File: config.mk
export PLATFORM = sky130hd
export DESIGN_NAME = mult_seq_disp
export DESIGN_NICKNAME = d
export VERILOG_FILES = /design/src/rtl/mult_seq_disp.sv
export SDC_FILE = /design/constraint.sdc
export NUM_CORES = 1
export LEC_CHECK = 0
export BUFFER_PORTS_ARGS = -buffer_cell sky130_fd_sc_hd__clkbuf_2
export CAP_MARGIN = 30
export CORE_AREA = 2 2 80 82
export CTS_BUF_LIST = sky130_fd_sc_hd__clkbuf_8
export DETAILED_ROUTE_END_ITERATION = 10
export DIE_AREA = 0 0 82 84
export GPL_TIMING_DRIVEN = 0
export SLEW_MARGIN = 20
export SYNTH_ARGS = -nofsm -noshare
export SYNTH_HDL_FRONTEND = slang
export SYNTH_SLANG_ARGS = --single-unit
export TNS_END_PERCENT = 10
File: constraint.sdc
create_clock -name clk -period 1.9 [get_ports clk]
set_input_delay 0.285 -clock clk [delete_from_list [all_inputs] [get_ports clk]]
set_output_delay 0.285 -clock clk [all_outputs]
set_load 0.05 [all_outputs]
File: src/rtl/mult_seq_disp.sv
// Sequential shift-and-add unsigned multiplier started by a push button.
// The product is also held as two 4-bit digits for a two-digit seven-segment driver.
module mult_seq_disp #(
    parameter int N = 4
) (
    input  logic           clk,
    input  logic           rst_n,
    input  logic           start_btn,
    input  logic [N-1:0]   a,
    input  logic [N-1:0]   b,
    output logic           busy,
    output logic           done,
    output logic [2*N-1:0] product,
    output logic [3:0]     val1,
    output logic [3:0]     val2
);

    localparam int CW = (N > 2) ? 2 : 1;

    typedef enum logic {
        IDLE = 1'b0,
        CALC = 1'b1
    } state_e;

    state_e         state_q;
    logic           s1_q, s2_q, s3_q;
    logic [2*N-1:0] mcand_q;
    logic [N-1:0]   mplier_q;
    logic [2*N-1:0] acc_q;
    logic [CW-1:0]  cnt_q;
    logic           busy_q;
    logic           done_q;
    logic [2*N-1:0] product_q;
    logic [7:0]     disp_q;

    logic           start_pulse;
    logic [2*N-1:0] acc_d;

    assign start_pulse = s2_q & ~s3_q;
    assign acc_d       = acc_q + (mplier_q[0] ? mcand_q : '0);

    always_ff @(posedge clk or negedge rst_n) begin
        if (!rst_n) begin
            state_q   <= IDLE;
            // NOTE: synchronizer resets to 1 so a button held through reset release reads as no edge.
            s1_q      <= 1'b1;
            s2_q      <= 1'b1;
            s3_q      <= 1'b1;
            mcand_q   <= '0;
            mplier_q  <= '0;
            acc_q     <= '0;
            cnt_q     <= '0;
            busy_q    <= 1'b0;
            done_q    <= 1'b0;
            product_q <= '0;
            disp_q    <= '0;
        end else begin
            // NOTE: non-blocking assignments let every flop see the pre-edge values of the others.
            s1_q   <= start_btn;
            s2_q   <= s1_q;
            s3_q   <= s2_q;
            done_q <= 1'b0;
            case (state_q)
                IDLE: begin
                    if (start_pulse) begin
                        mcand_q  <= {{N{1'b0}}, a};
                        mplier_q <= b;
                        acc_q    <= '0;
                        cnt_q    <= '0;
                        busy_q   <= 1'b1;
                        state_q  <= CALC;
                    end
                end
                CALC: begin
                    acc_q    <= acc_d;
                    mcand_q  <= mcand_q << 1;
                    mplier_q <= mplier_q >> 1;
                    cnt_q    <= cnt_q + CW'(1);
                    // Last partial product: publish the sum directly rather than waiting a cycle.
                    if (cnt_q == CW'(N - 1)) begin
                        product_q <= acc_d;
                        disp_q    <= 8'(acc_d);
                        done_q    <= 1'b1;
                        busy_q    <= 1'b0;
                        state_q   <= IDLE;
                    end
                end
                default: state_q <= IDLE;
            endcase
        end
    end

    assign busy    = busy_q;
    assign done    = done_q;
    assign product = product_q;
    assign val1    = disp_q[7:4];
    assign val2    = disp_q[3:0];

endmodule

==> results of run 1 <==
cell usage in the layout, fill, tap and decap left out, types with 2 or more instances in the layout:
master     n
and2_1     6
xnor2_1    2
nor2_1     4
clkbuf_1   6
a21oi_2    3
dfstp_2    3
buf_4     12
o21ai_2    3
o21ai_0   23
mux2_2     6
ha_4       2
mux2i_1    6
xor2_1     3
dfrtp_1   32
clkbuf_8   6
xnor2_2    2
clkbuf_2  28
inv_1      6
a21oi_1    5
ha_2       2
ha_1       4
nand2_1   37
state kept, by name (all words and copies together), names as in the netlist, 2 cells and up:
name	flops
mplier_q	4
mcand_q	8
acc_q	8
cnt_q	2
disp_q	8
final timing paths:
check,startpoint,end,cells past startpoint
setup / recovery,mcand_q[0]$_DFFE_PN0P_,disp_q[6]$_DFFE_PN0P_,8
hold / removal,start_btn,s1_q$_DFF_PN1_,1
setup reg to reg,mcand_q[0]$_DFFE_PN0P_,disp_q[6]$_DFFE_PN0P_,8
hold reg to reg,s1_q$_DFF_PN1_,s2_q$_DFF_PN1_,0
max in group asynchronous,rst_n,s3_q$_DFF_PN1_,3
min in group asynchronous,rst_n,disp_q[0]$_DFFE_PN0P_,2
power by group:
part	switching [W]	internal, W	total [W]
sequential	0.000150	0.000999	0.00115
clock	0.000261	0.000285	0.000546
combinational	0.000907	0.000451	0.00136
layout make-up:
cell class	instances	area, µm²	area share, %
multi-input cells	119	836	37.3
inverters	5	18.8	0.837
well taps	77	96.3	4.30
clock buffers	6	82.6	3.68
clock inverters	2	7.51	0.335
flip-flops and latches	36	906	40.4
plain buffers	15	87.6	3.91
repair buffers	34	208	9.26
logic make-up after synthesis:
group           synth area share [%]
flops                           51.1
fa+ha+maj                       6.78
simple gates                    12.2
compound gates                  12.4
buf+inv                         6.01
mux                             8.06
xor+xnor                        3.46
through the flow:
stage	worst slack, ns	instance area (µm²)
global route	-0.141	2240
CTS	-0.118	2140
floorplan	-0.0108	1780
detailed placement	-0.197	2020
finish	-0.0376	2240
global placement	-0.193	2020
worst reg2reg max path, delay by kind of cell (launching register included):
kind,cells,cell delay [ns]
xor gates and xnor gates,1,0.08
and+or+nand+nor,1,0.17
muxes,1,0.26
DFF,1,0.40
adders and majority gates,2,0.51
AOI/OAI and AO/OA,3,0.40
timing repair:
item,4_1_cts,5_1_grt
pin swaps,5,6
hold buffers,0,1
endpoints found under the setup margin,5,8
resized for setup,5,10
endpoints found under the hold margin,0,16
setup buffers,3,1
layer usage:
| layer | vias up | routed length [µm] | share of wire (%) |
|---|---|---|---|
| met1 | 619 | 1700 | 46 |
| met3 | 7 | 179 | 4.8 |
| met2 | 33 | 1790 | 48 |
| met5 | - | 0 | 0 |
| met4 | 0 | 54 | 1.4 |
| li1 | 658 | - | - |
==> qor.csv, run 1 <==
stage;metric;value;unit
run_status;status;complete, but fails checks;
run_status;violations;setup timing;
synth;ys_ff_latch;36;
setup_path;path_cells;and2_4 > ha_4 > fa_2 > a21oi_2 > o21ai_2 > a21oi_2 > xnor2_2 > mux2_2;
sta;period_minus_slack;1.94;ns
synth;synth_area;1770;µm²
detailed_routing;via_per_inst;4.48;
grt;busiest_layer;met2;
finish;nets;236;
grt;antenna_found_initial;0;
die;num_rows;29;
sta;report.final.setup_viol;2;
detailed_routing;ant_nets;0;
place;port_buffers;28;
synth;synth.avg_cell_area;10.1;µm²
finish;n_fill_cell;628;
synth;ys.flop_type;dfrtp_1;
finish;synthToLayoutAreaGrowth;26.6;%
setup_path;path_common_cell;a21oi_2;
setup_path;rrSetupSlack;-0.04;ns
synth;synth_top_area_share;46.6;%
sta;fmax;0.516;GHz
clocking;ctsHtreeMaxLevel;2;
setup_path;cp-end-kind;flip-flop;
detailed_routing;drt_iter0_drc;63;
clocking;cts_tree;done;
finish;fin_util;36.8;%
setup_path;worst-path-max-fanout;3;
synth;post-synth-top-count-cell;nand2_1;
power;leakagePower;1.09;nW
grt;use_met1;15.8;%
setup_path;critPathKind;reg -> reg;
detailed_routing;routedWlPerCell;12.7;µm
synth;synth_enable_flop_cells;0;
hold_path;hold_class;in -> reg;
sta;fin_worst_skew;0.00366;ns
setup_path;critPathRequiredTime;2.07;ns
synth;yosys-top-cells-area;dfrtp_1 (47%), nand2_1 (7.8%), o21ai_0 (7.1%), ha_1 (5.7%), dfstp_2 (4.5%);
run;maxCapViolations;0;
die;start_util;29.0;%
synth;synthesis.nets;195;
synth;synthTopCellsByCount;nand2_1 (37), dfrtp_1 (33), o21ai_0 (25), buf_4 (8), ha_1 (8);
detailed_routing;drtPass1Iterations;4;
synth;netlist_instances;175;
sta;hold_violations;0;
place;place_congestion;0.790;
clocking;clock_path_buffers;2;
sta;drv_slew;0;
setup_path;slowest_stage;dfrtp_1;
setup_path;slowest_delay;0.40;ns
power;p_per_area;1360;nW/µm²
setup_path;cp-start-kind;flip-flop;
synth;synth.largest_area_cell;dfrtp_1;
finish;antenna_cells;0;
die;die_w;82;µm
sta;whs;0.0714;ns
grt;overflow;0;
grt;met2_usage;19.0;%
synth;synth.yosys.seq_area_share;51.1;%
die;pin_count;29;
clocking;clkSinkCount;36;
sta;relSlewSlack;62.9;%
die;die_area;6890;µm²
sta;layout_setup_ws;-0.0376;ns
synth;async_flop_share;100;%
clocking;clock-root-buffer;clkbuf_8;
finish;drive_gt1_share;34.6;%
synth;yosysWarningCount;0;
die;core;6100;µm²
clocking;cts_made_buffers;5;
detailed_routing;via_count;1317;
detailed_routing;wl;3730;µm
place;dp_hpwl;2540;µm
sta;fin_crit_sh;102;%
power;ir_drop;0.514;mV
sta;fin_tns_setup;-0.0458;ns
power;power;0.00305;W
grt;grt_usage;12.3;%
sta;rsz0062_at_grt;yes;
place;dp_cells;280;
setup_path;cp_top_family;adder cells;
clocking;clk_pin_slew;0.07;ns
grt;grt_pass1_vias;1314;
grt;grt_max_degree;37;
clocking;clk_latency;0.29;ns
grt;grt_pass1_wl;6240;µm
die;die_y;84;µm
setup_path;critPathBufInv;0;
synth;ys_types;29;
grt;met3_usage;3.25;%
setup_path;cp.arrival;2.11;ns
finish;fin_cells;294;
detailed_routing;drc_errors;0;
sta;tightest_slew;0.557;ns
Note: power is estimated with default switching activity, not from simulation.
==> run 2, diff against run 1 <==
==> constraint.sdc (replaced) <==
create_clock -name clk -period 1.9 [get_ports clk]
set_input_delay 0.38 -clock clk [delete_from_list [all_inputs] [get_ports clk]]
set_output_delay 0.38 -clock clk [all_outputs]
set_load 0.05 [all_outputs]
==> run 2 against run 1 <==
Effect of this change: the flow still finishes with violations (setup timing); count of clock-buffer cells in the layout is the same; via count shrank 0.38%; worst hold slack lost 0.039 ns; first-iteration DRC count shrank 13%; wire length is essentially flat; sequential power is essentially flat; non-clock buffer count shrank 1; core utilization shrank 0.16 points; highest routed layer unchanged.
==> qor.csv, run 2 (synthesis gave the netlist of run 1 again) <==
stage;metric;value;unit
finish;top_regs;acc_q: 8 flops, disp_q: 8 flops, mcand_q: 8 flops;
power;power.switching;0.00132;W
clocking;clock_path_buffers;2;
sta;rsz0062_at_grt;yes;
place;dp_hpwl;2540;µm
run;maxCapViolations;0;
finish;synthToLayoutAreaGrowth;26.1;%
die;die_area;6890;µm²
setup_path;cp.arrival;2.11;ns
power;pwr-share-comb;44.3;%
die;core;6100;µm²
place;place_congestion;0.790;
setup_path;worst-path-max-fanout;3;
run_status;status;complete, but fails checks;
finish;drive_gt1_share;34.7;%
finish;nets;235;
grt;grt_usage;12.3;%
clocking;cts_made_buffers;5;
grt;antenna_found_initial;0;
sta;fmax;0.516;GHz
detailed_routing;drc_errors;0;
power;p_per_area;1370;nW/µm²
detailed_routing;drt_iter0_drc;55;
sta;report.final.setup_viol;2;
die;num_rows;29;
power;ir_drop;0.514;mV
detailed_routing;routedWlPerCell;12.7;µm
place;port_buffers;28;
power;leakagePower;1.08;nW
setup_path;slowest_stage;dfrtp_1;
grt;grt_pass1_vias;1314;
sta;tightest_slew;0.555;ns
power;intPower;0.00173;W
power;switching_share;43.2;%
setup_path;slowest_delay;0.40;ns
clocking;clk_latency;0.29;ns
die;die_y;84;µm
setup_path;critPathLaunch;mcand_q[0]$_DFFE_PN0P_;
finish;antenna_cells;0;
grt;overflow;0;
clocking;clock-root-buffer;clkbuf_8;
setup_path;cp-end-kind;flip-flop;
hold_path;hold_class;in -> async;
power;p_clk_share;18.0;%
setup_path;reg2reg_from;mcand_q[0]$_DFFE_PN0P_;
run_status;violations;setup timing;
detailed_routing;wl;3730;µm
finish;final_common_cell;nand2_1;
setup_path;path_cells;and2_4 > ha_4 > fa_2 > a21oi_2 > o21ai_2 > a21oi_2 > xnor2_2 > mux2_2;
setup_path;critPathRequiredTime;2.07;ns
die;pin_count;29;
clocking;ctsHtreeMaxLevel;2;
grt;grt_max_degree;37;
sta;hold_violations;0;
power;power;0.00305;W
sta;fin_crit_sh;102;%
die;die_w;82;µm
detailed_routing;via_per_inst;4.48;
sta;layout_setup_ws;-0.0381;ns
clocking;clkSinkCount;36;
power;p_seq_share;37.7;%
sta;period_minus_slack;1.94;ns
detailed_routing;ant_nets;0;
place;dp_worst_setup_slack;-0.197;ns
detailed_routing;drtPass1Iterations;4;
die;start_util;29.0;%
clocking;clk_pin_slew;0.07;ns
setup_path;critPathKind;reg -> reg;
setup_path;cp-start-kind;flip-flop;
setup_path;path_common_cell;a21oi_2;
sta;drv_slew;0;
finish;final_cell_mix;nand2_1 (37), dfrtp_1 (32), clkbuf_2 (28), o21ai_0 (23), buf_4 (12);
sta;relSlewSlack;63.0;%
detailed_routing;via_count;1312;
sta;fin_worst_skew;0.00616;ns
clocking;cts_tree;done;
grt;grt_pass1_wl;6240;µm
==> run 2: cell count changes in the layout (fill, tap and decap cells not counted), sizes merged <==
cell         previous run  this run
dlygate4sd3             1         0
==> run 2: repair_timing <==
item | 4_1_cts | 5_1_grt
hold buffers | 0 | 0
setup buffers | 3 | 1
pin swaps | 5 | 6
setup endpoints to repair | 5 | 8
gates cloned | 0 | 0
gates resized for setup | 5 | 10
==> run 2: critical path: cells and delay by family (launching register included) <==
family                   cells  cell delay [ns]
adder cells (fa/ha/maj)      2             0.51
AO/OA/AOI/OAI                3             0.40
flip-flops                   1             0.40
XOR/XNOR                     1             0.08
AND/OR/NAND/NOR              1             0.17
multiplexers                 1             0.26
==> run 2: path summary, 6_finish.rpt <==
kind,endpoint,slack (ns),cells past startpoint
worst max-delay path,disp_q[6]$_DFFE_PN0P_,-0.04,8
worst min-delay path,disp_q[0]$_DFFE_PN0P_,0.03,1
worst max register to register,disp_q[6]$_DFFE_PN0P_,-0.04,8
worst min register to register,s2_q$_DFF_PN1_,0.36,0
max in group asynchronous,s3_q$_DFF_PN1_,1.32,2
min in group clk,s1_q$_DFF_PN1_,0.17,1
==> run 2: layout make-up <==
class,count,area [µm²]
repair buffers,33,198
inverters,5,18.8
flip-flops and latches,36,906
multi-input cells,119,836
plain buffers,15,87.6
clock inverters,2,7.51
well taps,77,96.3
fillers,629,3860
clock buffers,6,82.6
==> run 2: metrics by stage <==
stage	area [µm²]	hold WS (ns)	std cells	TNS [ns]	utilization, %
floorplan	1780	0.0844	175	-0.0108	-
global placement	2020	0.347	280	-0.449	33.1
detailed placement	2020	0.349	280	-0.452	33.1
CTS	2140	0.160	291	-0.233	35.1
global route	2230	0.0530	293	-0.669	36.6
finish	2230	0.0321	293	-0.0465	36.6
==> run 2: power by group through the flow <==
stage / clock (W) / combinational, W / sequential (W)
4_1_cts: 0.000571 / 0.00132 / 0.00115
3_5_place_dp: 0 / 0.00130 / 0.00117
5_1_grt: 0.000605 / 0.00150 / 0.00119
2_1_floorplan: 0 / 0.000778 / 0.00136
6_report: 0.000549 / 0.00135 / 0.00115
3_3_place_gp: 0 / 0.00128 / 0.00116
==> run 2: per-layer routing <==
layer	vias to the layer above	track usage, %	share of wire (%)
met5	-	0	0
met4	0	5.45	1.4
met3	7	3.25	5.0
met2	33	19.0	48
met1	615	15.8	46
li1	657	-	-
